File: src/rtl/hardcloud_top_example_axis_source_if.sv
// AXI4-Stream bundle between the example source and its consumer.
// The master drives payload and valid; the slave drives ready.
interface hardcloud_top_example_axis_source_if #(
  parameter int DATA_W = 512
) ();
  logic                tvalid;
  logic                tready;
  logic [DATA_W-1:0]   tdata;
  logic [DATA_W/8-1:0] tkeep;
  logic                tlast;

  modport master (output tvalid, tdata, tkeep, tlast, input tready);
  modport slave  (input tvalid, tdata, tkeep, tlast, output tready);
endinterface

File: src/rtl/hardcloud_top_example_axis_source.sv
// AXI4-Stream source for the example adder: on start, emits ceil(size/B) beats
// of an incrementing per-lane pattern, marks the final beat, then pulses done.
module hardcloud_top_example_axis_source #(
  parameter int C_AXIS_TDATA_WIDTH = 512,
  parameter int C_ADDER_BIT_WIDTH  = 32,
  parameter int C_XFER_SIZE_WIDTH  = 32
) (
  input  logic                         m_axis_aclk,
  input  logic                         m_axis_aresetn,
  input  logic                         ctrl_start,
  input  logic [C_XFER_SIZE_WIDTH-1:0] ctrl_xfer_size_in_bytes,
  input  logic [C_ADDER_BIT_WIDTH-1:0] ctrl_seed,
  output logic                         ctrl_busy,
  output logic                         ctrl_done,
  hardcloud_top_example_axis_source_if.master m_axis
);

  localparam int DW = C_AXIS_TDATA_WIDTH;
  localparam int AW = C_ADDER_BIT_WIDTH;
  localparam int XW = C_XFER_SIZE_WIDTH;
  localparam int B  = DW / 8;
  localparam int L  = DW / AW;

  typedef enum logic [1:0] {
    S_IDLE,
    S_SEND,
    S_DONE
  } state_t;

  state_t          r_state;
  logic            r_tvalid;
  logic            r_tlast;
  logic [DW-1:0]   r_tdata;
  logic [B-1:0]    r_tkeep;
  logic [B-1:0]    r_last_keep;
  logic [AW-1:0]   r_next_base;
  logic [XW-1:0]   r_beats_left;
  logic            r_busy;
  logic            r_done;

  logic [XW-1:0]   w_rem;
  logic [XW-1:0]   w_n_beats;
  logic [B-1:0]    w_last_keep;

  // Lane k of a beat whose lane 0 holds 'base'; wrap-around is intentional.
  function automatic logic [DW-1:0] lane_pattern(input logic [AW-1:0] base);
    logic [DW-1:0] p;
    p = '0;
    for (int k = 0; k < L; k++) begin
      p[k*AW +: AW] = base + AW'(k);
    end
    return p;
  endfunction

  // Quotient plus a rounding bit avoids the overflow of (size + B - 1) / B.
  always_comb begin
    // NOTE: every always_comb output gets a default first so no latch is inferred.
    w_rem       = ctrl_xfer_size_in_bytes % XW'(B);
    w_n_beats   = ctrl_xfer_size_in_bytes / XW'(B) + XW'(w_rem != '0);
    w_last_keep = '1;
    for (int i = 0; i < B; i++) begin
      w_last_keep[i] = (w_rem == '0) || (XW'(i) < w_rem);
    end
  end

  always_ff @(posedge m_axis_aclk or negedge m_axis_aresetn) begin
    if (!m_axis_aresetn) begin
      r_state      <= S_IDLE;
      r_tvalid     <= 1'b0;
      r_tlast      <= 1'b0;
      r_tdata      <= '0;
      r_tkeep      <= '0;
      r_last_keep  <= '0;
      r_next_base  <= '0;
      r_beats_left <= '0;
      r_busy       <= 1'b0;
      r_done       <= 1'b0;
    end else begin
      // NOTE: state is updated with non-blocking assignments so every branch
      // reads the values from before this edge.
      case (r_state)
        S_IDLE: begin
          r_done <= 1'b0;
          r_busy <= 1'b0;
          if (ctrl_start) begin
            r_busy      <= 1'b1;
            r_last_keep <= w_last_keep;
            if (w_n_beats == '0) begin
              r_state <= S_DONE;
              r_done  <= 1'b1;
            end else begin
              r_state      <= S_SEND;
              r_tvalid     <= 1'b1;
              r_tdata      <= lane_pattern(ctrl_seed);
              r_next_base  <= ctrl_seed + AW'(L);
              r_beats_left <= w_n_beats - XW'(1);
              r_tlast      <= (w_n_beats == XW'(1));
              r_tkeep      <= (w_n_beats == XW'(1)) ? w_last_keep : '1;
            end
          end
        end

        S_SEND: begin
          if (r_tvalid && m_axis.tready) begin
            if (r_tlast) begin
              r_tvalid <= 1'b0;
              r_tlast  <= 1'b0;
              r_state  <= S_DONE;
              r_done   <= 1'b1;
            end else begin
              // Preload the following beat so a held-high tready sees no bubbles.
              r_tdata      <= lane_pattern(r_next_base);
              r_next_base  <= r_next_base + AW'(L);
              r_beats_left <= r_beats_left - XW'(1);
              r_tlast      <= (r_beats_left == XW'(1));
              r_tkeep      <= (r_beats_left == XW'(1)) ? r_last_keep : '1;
            end
          end
        end

        S_DONE: begin
          r_done  <= 1'b0;
          r_busy  <= 1'b0;
          r_state <= S_IDLE;
        end

        default: r_state <= S_IDLE;
      endcase
    end
  end

  assign m_axis.tvalid = r_tvalid;
  assign m_axis.tdata  = r_tdata;
  assign m_axis.tkeep  = r_tkeep;
  assign m_axis.tlast  = r_tlast;
  assign ctrl_busy     = r_busy;
  assign ctrl_done     = r_done;

endmodule
File: src/flat_wrapper.sv
// flat-port wrapper written by rule: the top's interface ports become plain ports
module hardcloud_top_example_axis_source_flat 
#(
  parameter int C_AXIS_TDATA_WIDTH = 512,
  parameter int C_ADDER_BIT_WIDTH  = 32,
  parameter int C_XFER_SIZE_WIDTH  = 32
)
  (m_axis_aclk, m_axis_aresetn, ctrl_start, ctrl_xfer_size_in_bytes, ctrl_seed, ctrl_busy, ctrl_done, m_axis_tvalid, m_axis_tdata, m_axis_tkeep, m_axis_tlast, m_axis_tready);
  hardcloud_top_example_axis_source_if m_axis_i ();
  input  logic m_axis_aclk;
  input  logic m_axis_aresetn;
  input  logic ctrl_start;
  input  logic [C_XFER_SIZE_WIDTH-1:0] ctrl_xfer_size_in_bytes;
  input  logic [C_ADDER_BIT_WIDTH-1:0] ctrl_seed;
  output logic ctrl_busy;
  output logic ctrl_done;
  output wire logic [$bits(m_axis_i.tvalid)-1:0] m_axis_tvalid;
  output wire logic [$bits(m_axis_i.tdata)-1:0] m_axis_tdata;
  output wire logic [$bits(m_axis_i.tkeep)-1:0] m_axis_tkeep;
  output wire logic [$bits(m_axis_i.tlast)-1:0] m_axis_tlast;
  input wire logic [$bits(m_axis_i.tready)-1:0] m_axis_tready;
  assign m_axis_tvalid = m_axis_i.tvalid;
  assign m_axis_tdata = m_axis_i.tdata;
  assign m_axis_tkeep = m_axis_i.tkeep;
  assign m_axis_tlast = m_axis_i.tlast;
  assign m_axis_i.tready = m_axis_tready;
  hardcloud_top_example_axis_source #(.C_AXIS_TDATA_WIDTH(C_AXIS_TDATA_WIDTH), .C_ADDER_BIT_WIDTH(C_ADDER_BIT_WIDTH), .C_XFER_SIZE_WIDTH(C_XFER_SIZE_WIDTH)) u_core (.m_axis_aclk(m_axis_aclk), .m_axis_aresetn(m_axis_aresetn), .ctrl_start(ctrl_start), .ctrl_xfer_size_in_bytes(ctrl_xfer_size_in_bytes), .ctrl_seed(ctrl_seed), .ctrl_busy(ctrl_busy), .ctrl_done(ctrl_done), .m_axis(m_axis_i));
endmodule
File: config.mk
export PLATFORM = sky130hd
export DESIGN_NAME = hardcloud_top_example_axis_source_flat
export DESIGN_NICKNAME = d
export VERILOG_FILES = /design/src/rtl/hardcloud_top_example_axis_source_if.sv /design/src/rtl/hardcloud_top_example_axis_source.sv /design/src/flat_wrapper.sv
export SDC_FILE = /design/constraint.sdc
export NUM_CORES = 2
export LEC_CHECK = 0
export BUFFER_PORTS_ARGS = -buffer_cell sky130_fd_sc_hd__buf_2
export CAP_MARGIN = 0
export CORE_MARGIN = 10
export CORE_UTILIZATION = 60
export DETAILED_ROUTE_END_ITERATION = 8
export PLACE_DENSITY = 0.94
export REMOVE_ABC_BUFFERS = 1
export SLEW_MARGIN = 0
export SYNTH_ARGS = -nofsm -noshare
export SYNTH_HDL_FRONTEND = slang
export SYNTH_SLANG_ARGS = --single-unit
File: constraint.sdc
create_clock -name m_axis_aclk -period 7.8 [get_ports m_axis_aclk]
set_clock_uncertainty 0.1 [all_clocks]
set_input_delay 1.17 -clock m_axis_aclk [delete_from_list [all_inputs] [get_ports m_axis_aclk]]
set_output_delay 1.17 -clock m_axis_aclk [all_outputs]
set_load 0.02 [all_outputs]
* Yosys cells after proc, flatten, opt, wreduce, memory -nomap -nowiden
Cells that the tools add are included.
** Word-level totals
- Register bits after elaboration :: 710
- Output and inout port bits :: 580
- Logic and storage cells :: 240
** Cells by class
- $add $sub $neg :: 35
- $lt $le $gt $ge :: 64
- Eq/ne operators :: 9
- Mux-type cells :: 44
- Reductions and logical operators :: 78
** Operators with widths (count)
- $mux 512 :: 4
- $pmux 512 s2 :: 1
- $add 32x4->32 const B :: 16
- $mux 64 :: 6
- $add 32x3->32 const B :: 8
- $mux 32 :: 8
- $lt 6x6->1 const A :: 32
- $add 32x2->32 const B :: 4
- $pmux 32 s2 :: 2
- $pmux 64 s2 :: 1
- $lt 5x6->1 const A :: 16
- $add 32x1->32 const B :: 2
- $add 32x5->32 const B :: 2
- $eq 32x1->1 const B :: 2
- $logic_not 32->1 :: 2
- $logic_or 1x1->1 :: 64
- $sub 32x1->32 const B :: 2
- $lt 4x6->1 const A :: 8
- $reduce_bool 32->1 :: 1
- $add 26x1->27 :: 1
- $lt 3x6->1 const A :: 4
- $mux 1 :: 13
- $lt 1x6->1 const A :: 2
- $lt 2x6->1 const A :: 2
- 16 further kinds :: 27

* Longest topological paths before layout
- Word-level depth :: 7
- Depth in mapped cells :: 22

* Worst setup path after synthesis
OpenSTA, ideal clock, no wires.
- Path type :: input -> register
- From :: input ctrl_xfer_size_in_bytes[0]
- To :: register u_core.r_tdata[10] (netlist: u_core.m_axis.tdata[10])
- Library setup time :: 0.153 ns
- Data arrival time :: 4.857 ns
- Path slack :: 2.690 ns
- Cell stages on the path :: 17
- Buffers on the path :: 3
- Path through :: nor3_1 nand2b_1 nor3_1 inv_1 ha_1 ha_1 nand3_2 or4_4 nor4_4 mux2_1 or3_1 nor4b_2 or2_4 buf_6 buf_2 clkbuf_1 o21ai_0
** Between the ends
- Cells in the longest elaborated chain, start to end :: 5
** Ends and longest elaborated chain
- start: declaration :: RTL line flat_wrapper.sv:13 : input logic [C_XFER_SIZE_WIDTH-1:0] ctrl_xfer_size_in_bytes;
- $reduce_bool 32->1 :: RTL line hardcloud_top_example_axis_source.sv:59 : w_n_beats = ctrl_xfer_size_in_bytes / XW'(B) + XW'(w_rem != '0);
- $add 26x1->27 :: RTL line hardcloud_top_example_axis_source.sv:59
- $logic_not 32->1 :: RTL line hardcloud_top_example_axis_source.sv:88 : if (w_n_beats == '0) begin
- $ne 2x2->1 (no line)
- $reduce_and 5->1 (no line)
- end signal: assignment :: RTL line hardcloud_top_example_axis_source.sv:94 : r_tdata <= lane_pattern(ctrl_seed);
- end signal: assignment :: RTL line hardcloud_top_example_axis_source.sv:112 : r_tdata <= lane_pattern(r_next_base);
- end: declaration :: RTL line hardcloud_top_example_axis_source.sv:33 : logic [DW-1:0] r_tdata;
No other way between the ends.
A chain may end at the register's enable or synchronous reset.

* Worst setup path after layout
- From :: input ctrl_xfer_size_in_bytes[3]
- To :: register u_core.r_tdata[122] (netlist: u_core.m_axis.tdata[122])
The elaborated chain is that of the path after synthesis.

==> impl_metrics.ini <==
[synth]
synth_area_um2 = 35100
synth_top_cell_area_share_pct = 48.2
synthSimpleGateAreaFrac_pct = 18.6
synth_edf_count = 0
ys_ff_latch = 676
synthXorXnorAreaFrac_pct = 11.6
ys_seq_area_share_pct = 48.2
yosys.area.top_type = dfrtp_1
avgSynthCellArea_um2 = 8.72
synthMuxAreaShare_pct = 1.36
synthAdderAreaFrac_pct = 0.821
ys_async_sr_fraction_pct = 100
yosysUniqueCellTypes = 89
synth_top_family_by_area = simple AND/OR/NAND/NOR gates
synth_compound_area_share_pct = 14.4
netlist_top_cells_area = dfrtp_1, nand2_1, o21ai_0, xor2_1, xnor2_1
synthFlopType = dfrtp_1
ys_warn_count = 0
netlist_instances = 4023

[floorplanning]
dieArea_um2 = 68500
dieWidth_um = 262
start_util_pct = 60.7
core_um2 = 57800
placement_rows = 88
die_h_um = 262
io_pins = 648

[power_and_ir_drop]
combPwrFrac_pct = 51.1
pwr-share-clk_pct = 17.1
powerDensity_nw_per_um2 = 505
p_switching_mw = 10.3
power.leakage_nw = 18.8
seqPwrFrac_pct = 31.8
p_sw_share_pct = 49.5
irDropWorstVdd_mv = 0.353
p_int_mw = 10.5

[placement]
hpwl_um = 90400
gp_congestion = 0.941
portBuffers = 647
place_ws_ns = 1.03

[cts]
cts.path.max_buffers = 3
cts_tree = done
numClockSinks = 676
postCtsSetupRepairBufs = 0
cts-buffers-inserted = 72
ctsResizeCount = 0
clk_latency_ns = 0.64
cts-root-buf = clkbuf_16
hold_buffers = 0
h-tree-depth = 3
clk_pin_slew_ns = 0.07

[grt]
grt_util_met3_pct = 12.2
use_met2_pct = 57.1
antenna_found_initial = 18
use_met1_pct = 45.0
grt_use_total_pct = 37.7
grt_max_degree = 180
grt_overflow = 0
grt_pass1_vias = 33100
grt_pass1_wl_um = 199000
grt_busiest_layer = met2

[sta]
setup_violations = 0
worst_slack_ns = 1.51
fin_crit_sh_pct = 80.6
whs_ns = 0.366
rsz0062_at_grt = no
maxSlewViolCount = 0
relSlewSlack_pct = 6.86
tightestPinTransition_ns = 1.40
finalHoldViolCount = 0
fin_crit_ns = 6.29
max_clock_freq_mhz = 159

[worst_setup_path]
worstSetupEndpointType = register
rrSetupSlack_ns = 2.07
cp.required_ns = 8.17
r2r-end = u_core.m_axis.tdata[414]
cp_max_fo = 179
r2r_start = u_core.r_state[1]
r2r_cells = 14
crit_type = primary input to register
startpoint_type = primary input
crit_arrival_ns = 6.65

[route]
vias = 33800
first_pass_iters = 9
antenna_left = 0
vias_per_cell = 6.36
drt-total-wl_um = 133000
drt_iter0_drc = 4936
drc = 6
wl_per_cell_um = 25.1

[layout]
final_cell_mix = nand2_1, dfrtp_1, buf_2
layout.nets = 4574
seqCellArea_um2 = 16900
area_growth_pct = 17.1
fillCellCount = 3854
post-route-util_pct = 71.0
multi_input_area_um2 = 16700
drive_gt1_share_pct = 20.6
layout_commonest_cell = nand2_1

[flow_run]
cap_violations = 0

[outcome]
status = complete, but fails checks
violations = design-rule violations

[worst_hold_path]
hold_path.class = primary input to asynchronous set/reset pin
-- worst max-delay path by stage --
stage                               startpoint                  endpoint  slack [ns]  cells after the start
detailed placement  ctrl_xfer_size_in_bytes[3]   u_core.m_axis.tdata[74]        1.03                     17
CTS                 ctrl_xfer_size_in_bytes[3]  u_core.m_axis.tdata[124]        1.65                     17
floorplan           ctrl_xfer_size_in_bytes[0]    u_core.r_beats_left[3]       -3.53                     15
global placement    ctrl_xfer_size_in_bytes[3]    u_core.m_axis.tdata[8]        1.23                     17
global route        ctrl_xfer_size_in_bytes[3]  u_core.m_axis.tdata[348]        1.14                     18
finish              ctrl_xfer_size_in_bytes[3]  u_core.m_axis.tdata[122]        1.51                     17
-- cell usage after synthesis, drive strengths merged (4+ instances only) --
cell    number
a21o        13
nor3b        4
inv         28
a221o        5
a31o         4
nor2b        9
o31ai        5
dfrtp      676
xor2       264
nand3b       4
xnor2      201
nor3        58
and2        13
nand3       57
a21oi      100
mux2i       32
mux2        13
nand2      859
nand4       18
a31oi       16
buf        143
or4         16
a221oi       7
o21ai      708
nor4        23
o22ai       31
nor2       369
and3        14
o21a         8
or2         24
or3         26
nand2b      16
clkbuf     187
ha          23
-- cell type report --
class                   instances  area share [%]
diodes                         11          0.0671
clock buffers                  98            4.95
clock inverters                27           0.835
inverters                      29           0.265
multi-input cells            2988            40.7
flip-flops and latches        676            41.2
well taps                     765            2.33
repair buffers                716            9.60
-- power groups by stage --
stage | clock network, mW | logic (mW) | registers (mW)
2_1_floorplan | 0 | 4.78 | 8.01
5_1_grt | 3.66 | 11.4 | 6.69
3_3_place_gp | 0 | 9.87 | 6.40
3_5_place_dp | 0 | 10.2 | 6.48
6_report | 3.54 | 10.6 | 6.58
4_1_cts | 3.52 | 10.4 | 6.47
-- metrics by stage --
step	power, mW	instances	instance area (um2)	TNS [ns]
3_5_place_dp	16.7	5174	38600	0
3_3_place_gp	16.3	5174	38600	0
5_1_grt	21.7	5306	41000	0
6_report	20.7	5310	41100	0
2_1_floorplan	12.8	3693	33400	-1868.55
4_1_cts	20.4	5299	41000	0
-- kinds of logic (layout without fill, tap and decap cells) --
group	after synthesis	in the layout
buf+inv	359	870
mux	45	45
other cells	0	11
flops	676	676
compound gates	936	936
fa+ha+maj	23	23
xor+xnor	465	465
simple gates	1519	1519
-- flip-flops by register name (all words and copies together), names as in the netlist --
register / cells
u_core.ctrl_busy: 1
u_core.ctrl_done: 1
u_core.m_axis.tdata: 478
u_core.m_axis.tkeep: 64
u_core.m_axis.tlast: 1
u_core.m_axis.tvalid: 1
u_core.r_beats_left: 32
u_core.r_last_keep: 64
u_core.r_next_base: 32
u_core.r_state: 2
-- critical path, cell delays in order --
cell and delay, ns:
buf_2 0.33, nand2b_1 0.28, nor3_1 0.07, buf_4 0.20, inv_1 0.21, ha_1 0.31
ha_1 0.29, nand3_2 0.22, or4_4 0.51, nor4_4 0.30, mux2_1 0.36, or3_1 0.38
nor4b_2 0.25, buf_4 0.26, or2_4 0.55, buf_12 0.54, o21ai_0 0.27
-- layer usage --
| layer | wire length (um) | share of wire [%] | vias to the layer above |
|---|---|---|---|
| met2 | 59400 | 44 | 2771 |
| met3 | 18000 | 14 | 739 |
| met1 | 45500 | 34 | 16000 |
| met4 | 10500 | 7.8 | 12 |
| li1 | - | - | 14300 |
| met5 | 78 | 0.058 | - |
Note: power is estimated with default switching activity, not from simulation.
